--- config.mk ---
export PLATFORM = sky130hd
export DESIGN_NAME = pc_unit
export DESIGN_NICKNAME = d
export VERILOG_FILES = /design/src/rtl/pc_unit.sv
export SDC_FILE = /design/constraint.sdc
export NUM_CORES = 1
export LEC_CHECK = 0
export CAP_MARGIN = 20
export CORE_AREA = 2 2 156 189
export CTS_CLUSTER_SIZE = 24
export DETAILED_ROUTE_END_ITERATION = 10
export DIE_AREA = 0 0 158 191
export GPL_TIMING_DRIVEN = 0
export PLACE_DENSITY = 0.68
export SYNTH_ARGS = -nofsm -noshare
export SYNTH_HDL_FRONTEND = slang
export SYNTH_SLANG_ARGS = --single-unit
export TNS_END_PERCENT = 5
--- constraint.sdc ---
create_clock -name clk -period 4.19 [get_ports clk]
set_input_delay 1.257 -clock clk [delete_from_list [all_inputs] [get_ports clk]]
set_output_delay 1.257 -clock clk [all_outputs]
set_load 0.05 [all_outputs]
--- src/rtl/pc_unit.sv ---
// Fetch program counter: four next-PC modes, stall, misaligned-target trapping
// and a small circular return-address stack.
module pc_unit #(
    parameter int unsigned          PC_WIDTH     = 32,
    parameter logic [PC_WIDTH-1:0]  RESET_VECTOR = '0,
    parameter int unsigned          PC_INC       = 4,
    parameter int unsigned          RAS_DEPTH    = 4
) (
    input  logic                clk,
    input  logic                rst,
    input  logic                stall,
    input  logic [1:0]          pc_src,
    input  logic [PC_WIDTH-1:0] imm_op,
    input  logic [PC_WIDTH-1:0] rs1_val,
    input  logic [PC_WIDTH-1:0] trap_vec,
    input  logic                ras_push,
    input  logic                ras_pop,
    output logic [PC_WIDTH-1:0] pc,
    output logic [PC_WIDTH-1:0] pc_plus,
    output logic                misalign,
    output logic [PC_WIDTH-1:0] ras_top,
    output logic                ras_empty,
    output logic                ras_full
);

    localparam int unsigned PTR_W = $clog2(RAS_DEPTH);
    localparam int unsigned CNT_W = PTR_W + 1;

    localparam logic [1:0] SRC_SEQ  = 2'b00;
    localparam logic [1:0] SRC_BR   = 2'b01;
    localparam logic [1:0] SRC_JALR = 2'b10;
    localparam logic [1:0] SRC_TRAP = 2'b11;

    logic [PC_WIDTH-1:0] pc_q, pc_d;
    logic                misalign_q, misalign_d;

    // ras_ptr_q is the next write slot; the top entry sits one below it.
    logic [PC_WIDTH-1:0] ras_mem [RAS_DEPTH];
    logic [PTR_W-1:0]    ras_ptr_q, ras_ptr_d;
    logic [CNT_W-1:0]    ras_cnt_q, ras_cnt_d;
    logic [PTR_W-1:0]    top_idx;
    logic                ras_we;
    logic [PTR_W-1:0]    ras_widx;

    logic [PC_WIDTH-1:0] seq_tgt, br_tgt, jr_sum, jr_tgt, sel_tgt;
    logic                sel_mis;
    logic                do_push, do_pop;

    assign seq_tgt = pc_q + PC_WIDTH'(PC_INC);
    assign br_tgt  = pc_q + imm_op;
    assign jr_sum  = rs1_val + imm_op;
    assign jr_tgt  = jr_sum & ~PC_WIDTH'(1);

    // Target select with misalignment redirect to the trap vector.
    always_comb begin
        sel_tgt = seq_tgt;
        sel_mis = 1'b0;
        unique case (pc_src)
            SRC_SEQ:  sel_tgt = seq_tgt;
            SRC_BR: begin
                if (br_tgt[1:0] != 2'b00) begin
                    sel_tgt = trap_vec;
                    sel_mis = 1'b1;
                end else begin
                    sel_tgt = br_tgt;
                end
            end
            SRC_JALR: begin
                if (jr_tgt[1]) begin
                    sel_tgt = trap_vec;
                    sel_mis = 1'b1;
                end else begin
                    sel_tgt = jr_tgt;
                end
            end
            SRC_TRAP: sel_tgt = trap_vec;
            default:  sel_tgt = seq_tgt;
        endcase
    end

    // Stall freezes the PC and the misalign pulse.
    always_comb begin
        pc_d       = pc_q;
        misalign_d = misalign_q;
        if (!stall) begin
            pc_d       = sel_tgt;
            misalign_d = sel_mis;
        end
    end

    assign do_push = !stall && ras_push;
    assign do_pop  = !stall && ras_pop;
    assign top_idx = ras_ptr_q - PTR_W'(1);

    // RAS pointer/count update and entry write selection.
    always_comb begin
        ras_ptr_d = ras_ptr_q;
        ras_cnt_d = ras_cnt_q;
        ras_we    = 1'b0;
        ras_widx  = ras_ptr_q;
        if (do_push && do_pop && (ras_cnt_q != '0)) begin
            ras_we   = 1'b1;
            ras_widx = top_idx;
        end else if (do_push) begin
            ras_we    = 1'b1;
            ras_widx  = ras_ptr_q;
            ras_ptr_d = ras_ptr_q + PTR_W'(1);
            if (ras_cnt_q != CNT_W'(RAS_DEPTH)) begin
                ras_cnt_d = ras_cnt_q + CNT_W'(1);
            end
        end else if (do_pop && (ras_cnt_q != '0)) begin
            ras_ptr_d = top_idx;
            ras_cnt_d = ras_cnt_q - CNT_W'(1);
        end
    end

    // Control state registers with asynchronous active-low reset.
    always_ff @(posedge clk or negedge rst) begin
        if (!rst) begin
            pc_q       <= RESET_VECTOR;
            misalign_q <= 1'b0;
            ras_ptr_q  <= '0;
            ras_cnt_q  <= '0;
        end else begin
            pc_q       <= pc_d;
            misalign_q <= misalign_d;
            ras_ptr_q  <= ras_ptr_d;
            ras_cnt_q  <= ras_cnt_d;
        end
    end

    // RAS storage; contents are meaningless while the count says empty.
    always_ff @(posedge clk) begin
        if (ras_we) begin
            ras_mem[ras_widx] <= pc_plus;
        end
    end

    assign pc        = pc_q;
    assign pc_plus   = seq_tgt;
    assign misalign  = misalign_q;
    assign ras_empty = (ras_cnt_q == '0);
    assign ras_full  = (ras_cnt_q == CNT_W'(RAS_DEPTH));
    assign ras_top   = ras_empty ? '0 : ras_mem[top_idx];

endmodule
==> impl_metrics.ini, run 1 <==
[timing]
slew_headroom_pct = 49.6
timing.final.ws_setup_ns = 0.00799
worstMarginPinSlew_ns = 0.754
setup_violations = 0
clock_skew_ns = 0.00896
finalHoldViolCount = 0
rsz0062_at_grt = yes
fmax_mhz = 239
post-route-period-util_pct = 99.8
tns_ns = 0
period_minus_slack_ns = 4.18
maxSlewViolCount = 0

[yosys]
netlist_top_cells_area = edfxtp_1, dfrtp_1, ha_1
seq_area_frac_synth_pct = 42.7
synth_top_area_share_pct = 34.3
yosys_warnings = 0
synth.distinct_cells = 75
synth_common_cells = edfxtp_1, nand2_1, a21oi_1
netlist_instances = 1058
async_reset_ff_share_pct = 22.9
syn_area_mm2 = 0.0112
synth.ff_latch_count = 166
synth_nets = 1231
synthFlopType = edfxtp_1
avgSynthCellArea_um2 = 10.6
synth_edf_count = 128
yosysMostFrequentCell = edfxtp_1
yosys.area.top_type = edfxtp_1

[critical_path]
path_class = register to output port
critPathMaxFanout = 8
worstSetupStartpointType = register
crit_buf_inv = 3
critPathTopFamily = simple AND/OR/NAND/NOR gates
cpMaxStageDelayCell = dfrtp_1
ff2ff_path_depth = 10
crit_path_max_incr_delay_ns = 0.47
worstSetupPathDepth = 8
arrival_ns = 2.93
endpoint_kind = output port
required_ns = 2.93
crit_top_cell = buf_2
crit_chain = buf_2 -> nand3_1 -> nor4_4 -> nand4_1 -> buf_4 -> nor3_1 -> xor2_1 -> buf_2

[floorplanning]
fp.dieW_um = 158
die_h_um = 191
ios = 202
start_util_pct = 39.5
core_area_mm2 = 0.0284
dieArea_mm2 = 0.0302
fp-row-count = 68

[global_routing]
grtUsageTotal_pct = 23.3
grt_overflow_total = 0
antenna_found_initial = 0
grt_max_degree = 38
grt_pass1_wl_um = 52800
grt_pass1_vias = 9264

[routing]
wl_per_cell_um = 20.8
ant_nets = 0
dr.pass1.iters = 5
drt_iter0_drc = 650
via_per_inst = 5.61
vias = 9480
route.detailed.drc = 0
wl_um = 35100

[cts]
cts_root_buf = clkbuf_16
clkLatencyLatePin_ns = 0.43
clockBufferDepth = 2
cts_hold_buf = 0
tritoncts = done
htreeDepth = 4
clock-sinks = 166
cts_buffers = 17
clkTransAtPathRegs_ns = 0.07

[power_and_ir_drop]
finalPower_mw = 8.32
p_per_area_mw_per_mm2 = 564
p_leak_nw = 5.61
peakVddDrop_v = 0.000335

[cells_and_area]
n_antenna_cell = 0
final_core_util_pct = 51.9
drive_gt1_share_pct = 13.7
area_growth_pct = 31.3
nNetsFinal = 1464

[place]
gp_congestion = 0.916
place_ws_ns = -0.725
hpwlAfterDp_um = 27900
portBuffers = 201

[hold_path]
hold_depth = 2
hp-class = register to register

[flow_run]
maxCapViolCount = 0

[outcome]
status = finished, final reports clean
-- kinds of logic after synthesis --
logic type               after synthesis  share of synthesized area (%)
XOR/XNOR                              82                           6.40
AND/OR/NAND/NOR                      317                           14.5
multiplexers                          51                           8.24
adder cells (fa/ha/maj)               70                           8.01
flip-flops                           166                           42.7
buffers and inverters                 78                           2.74
AO/OA/AOI/OAI                        294                           17.4
-- final cells by class --
cell class / instances / area [µm²]
fillers: 2542 / 13700
flip-flops and latches: 166 / 4800
inverters: 33 / 124
repair buffers: 214 / 2170
plain buffers: 45 / 213
multi-input cells: 814 / 6340
clock inverters: 13 / 170
clock buffers: 19 / 433
well taps: 385 / 482
-- layout by cell type, fill, tap and decap left out, types with 9 or more instances in the layout --
cell and n:
clkbuf_16 17, dfrtp_1 34, xnor2_1 35, nand2b_1 13, buf_2 11, a21o_1 25
xor2_1 35, nand4_1 11, mux4_2 32, clkbuf_1 30, nor2_1 47, inv_1 33
and2_1 9, o22ai_1 16, nand2_1 97, edfxtp_1 128, nor3_1 9, o21ai_0 56
mux2_2 11, nor2b_1 38, buf_4 13, a31oi_1 15, a221oi_1 17, a21oi_1 74
and3_1 13, clkdlybuf4s15_2 9, ha_1 67, a211oi_1 11, clkdlybuf4s50_1 177, nand3_1 36
-- timing repair --
item,4_1_cts,5_1_grt
endpoints found under the setup margin,63,29
pin swaps,3,1
gates resized for setup,97,37
setup buffers,3,4
-- layer usage --
metal / part of all wire (%) / wire (µm) / vias up / track usage, %
met5: 0 / 0 / - / 0
met4: 3.7 / 1290 / 0 / 9.22
met3: 4.4 / 1530 / 62 / 2.29
met2: 51 / 17800 / 312 / 40.7
met1: 41 / 14500 / 4611 / 29.5
li1: - / - / 4495 / -
-- metrics by stage --
step                hold slack [ns]  cells  instance area, µm²
detailed placement            0.490   1650               13900
CTS                           0.506   1685               14600
global placement              0.478   1644               13700
finish                        0.507   1689               14700
floorplan                     0.459   1058               11200
global route                  0.519   1689               14700
-- worst register-to-register path, delay by kind of cell (launching register included) --
family	cells	cell delay, ns
flip-flops	1	0.50
AND/OR/NAND/NOR	2	0.62
AO/OA/AOI/OAI	3	0.52
adder cells (fa/ha/maj)	2	0.77
buffers and inverters	3	0.91
-- where the power goes --
| part | internal (mW) | leakage [nW] | switching [mW] | total, mW |
|---|---|---|---|---|
| clock network | 0.947 | 0.285 | 0.659 | 1.61 |
| logic | 1.66 | 3.71 | 2.76 | 4.42 |
| registers | 2.09 | 1.61 | 0.208 | 2.30 |
| total | 4.70 | 5.61 | 3.62 | 8.32 |
-- path summary, 6_finish.rpt --
kind / start / end / slack [ns]
setup / recovery: pc[9] / pc_plus[26] / 0.008
hold / removal: misalign / misalign / 0.51
setup reg to reg: pc[0] / pc[14] / 0.81
hold reg to reg: misalign / misalign / 0.51
max in group asynchronous: rst / ras_ptr_q[1] / 3.16
min in group asynchronous: rst / misalign / 0.61
-- registers in the layout, indices dropped and copies added (netlist names) --
| register | cells |
|---|---|
| ras_mem | 128 |
| pc | 32 |
| ras_cnt_q | 3 |
| ras_ptr_q | 2 |
| misalign | 1 |
Note: power is estimated with default switching activity, not from simulation.
==> run 2: changes to the inputs <==
--- a/config.mk
+++ b/config.mk
@@ -10,6 +10,7 @@
 export CTS_CLUSTER_SIZE = 24
 export DETAILED_ROUTE_END_ITERATION = 10
 export DIE_AREA = 0 0 158 191
+export GPL_ROUTABILITY_DRIVEN = 0
 export GPL_TIMING_DRIVEN = 0
 export PLACE_DENSITY = 0.68
 export SYNTH_ARGS = -nofsm -noshare
==> run 2 against run 1 <==
Against the previous run:
- die area unchanged
- critical path depth unchanged
- first-iteration DRC count is 17% higher
- via count decreased by 0.47%
- clock-buffer cell count is 1 lower
- critical path type unchanged
==> impl_metrics.ini, run 2 (synthesis gave the netlist of run 1 again) <==
[outcome]
status = finished, final reports clean

[place]
place_area_mm2 = 0.0139
hpwlAfterDp_um = 26700
place_ws_ns = -0.707
dp_cells = 1650
portBuffers = 201

[cells_and_area]
largest_reg_flops = 128
fillers = 2533
area_growth_pct = 31.3
final_common_cell = clkdlybuf4s50_1
finalInstanceArea_mm2 = 0.0147
nNetsFinal = 1466
layout_common_cells = clkdlybuf4s50_1, edfxtp_1, nand2_1
regMostFlops = ras_mem
stdcell_count = 1692
drive_gt1_share_pct = 14.2

[floorplanning]
dieArea_mm2 = 0.0302
start_util_pct = 39.5
fp-row-count = 68
die_h_um = 191
ios = 202
core_area_mm2 = 0.0284
fp.dieW_um = 158

[critical_path]
required_ns = 2.93
worstSetupStartpointType = register
arrival_ns = 2.84
ff2ff_path_depth = 12
endpoint_kind = output port
worst-r2r-setup-slack_ns = 0.90
crit_chain = buf_2 -> nand3_1 -> nor4_4 -> nand4_1 -> buf_4 -> nor3_2 -> xor2_2 -> buf_4
r2r_end = pc[30]
rr_startpoint = pc[0]
path_class = register to output port
worstSetupPathDepth = 8
cpMaxStageDelayCell = dfrtp_1
critPathMaxFanout = 8
critPathTopFamily = simple AND/OR/NAND/NOR gates
crit_path_max_incr_delay_ns = 0.46
crit_top_cell = buf_4
crit_buf_inv = 3

[hold_path]
min_to = ras_cnt_q[2]
hp-class = register to register
worstHoldStart = ras_cnt_q[2]
hold_depth = 1

[routing]
vias = 9435
wl_per_cell_um = 20.1
drt_iter0_drc = 762
wl_um = 34000
via_per_inst = 5.58
ant_nets = 0
route.detailed.drc = 0
dr.pass1.iters = 7

[cts]
clockBufferDepth = 2
htreeDepth = 4
clkTransAtPathRegs_ns = 0.07
clock-sinks = 166
cts_root_buf = clkbuf_16
cts_buffers = 17
clkLatencyLatePin_ns = 0.43
tritoncts = done
cts_hold_buf = 0

[global_routing]
grt_max_degree = 36
grt_pass1_wl_um = 51300
antenna_found_initial = 1
grt_overflow_total = 0
grtUsageTotal_pct = 22.4
grt_pass1_vias = 9200

[power_and_ir_drop]
p_clk_share_pct = 19.0
share_seq_of_total_power_pct = 27.6
switchingPower_mw = 3.61
comb_power_share_pct = 53.4
p_leak_nw = 5.60
p_int_mw = 4.65
p_per_area_mw_per_mm2 = 561
finalPower_mw = 8.26
p_sw_share_pct = 43.7
peakVddDrop_v = 0.000338

[timing]
period_minus_slack_ns = 4.10
worstMarginPinSlew_ns = 0.679
rsz0062_at_grt = yes
fmax_mhz = 244
timing.final.ws_setup_ns = 0.0889
maxSlewViolCount = 0
post-route-period-util_pct = 97.9
finalHoldViolCount = 0
slew_headroom_pct = 54.6
setup_violations = 0
tns_ns = 0
clock_skew_ns = 0.0104

[flow_run]
maxCapViolCount = 0
## run 2: timing repair
| item | in CTS | in global routing |
|---|---|---|
| pin swaps | 3 | 4 |
| buffers inserted | 4 | 6 |
| hold endpoints to repair | 0 | 0 |
| gates resized for setup | 93 | 43 |
| endpoints found under the setup margin | 58 | 52 |
## run 2: worst max path at each step
stage	from	slack [ns]	end
after global routing	imm_op[0]	-0.04	pc[30]
after floorplan	pc[2]	-0.14	pc_plus[26]
final	pc[9]	0.09	pc_plus[24]
after global placement	stall	-1.77	ras_mem[2][4]
after detailed placement	pc[4]	-0.71	pc_plus[31]
after CTS	pc[3]	-0.15	pc_plus[31]
## run 2: stage by stage
stage               util, %  hold slack, ns
floorplan                 -           0.459
global placement       48.3           0.479
detailed placement     48.9           0.496
global route           51.8           0.521
finish                 51.8           0.508
CTS                    51.4           0.512
## run 2: per-layer routing
metal / wire (µm) / vias to the layer above / global-route usage [%]
met5: 0 / - / 0
met4: 1700 / 0 / 11.7
met3: 1510 / 83 / 2.61
met2: 16800 / 330 / 37.6
met1: 14000 / 4513 / 28.2
li1: - / 4509 / -
## run 2: power by group through the flow
| stage | sequential [mW] | clock (mW) | combinational (mW) |
|---|---|---|---|
| after floorplan | 2.44 | 0 | 2.80 |
| after global placement | 2.31 | 0 | 4.28 |
| after detailed placement | 2.30 | 0 | 4.38 |
| after CTS | 2.28 | 1.59 | 4.40 |
| after global routing | 2.30 | 1.65 | 4.69 |
| final | 2.28 | 1.57 | 4.41 |
## run 2: layout make-up
| class | instances | area, µm² | share of cell area (%) |
|---|---|---|---|
| diodes | 1 | 2.50 | 0.0170 |
| flip-flops and latches | 166 | 4800 | 32.6 |
| clock inverters | 14 | 161 | 1.10 |
| multi-input cells | 814 | 6340 | 43.0 |
| well taps | 385 | 482 | 3.27 |
| plain buffers | 44 | 213 | 1.44 |
| inverters | 33 | 124 | 0.841 |
| clock buffers | 18 | 429 | 2.91 |
| repair buffers | 217 | 2180 | 14.8 |
==> run 3: changes to the inputs <==
--- a/config.mk
+++ b/config.mk
@@ -7,6 +7,7 @@
 export LEC_CHECK = 0
 export CAP_MARGIN = 20
 export CORE_AREA = 2 2 156 189
+export CTS_CLUSTER_DIAMETER = 120
 export CTS_CLUSTER_SIZE = 24
 export DETAILED_ROUTE_END_ITERATION = 10
 export DIE_AREA = 0 0 158 191
==> results of run 3 <==
The final DEF is identical to that of run 2; final timing and power are the same.
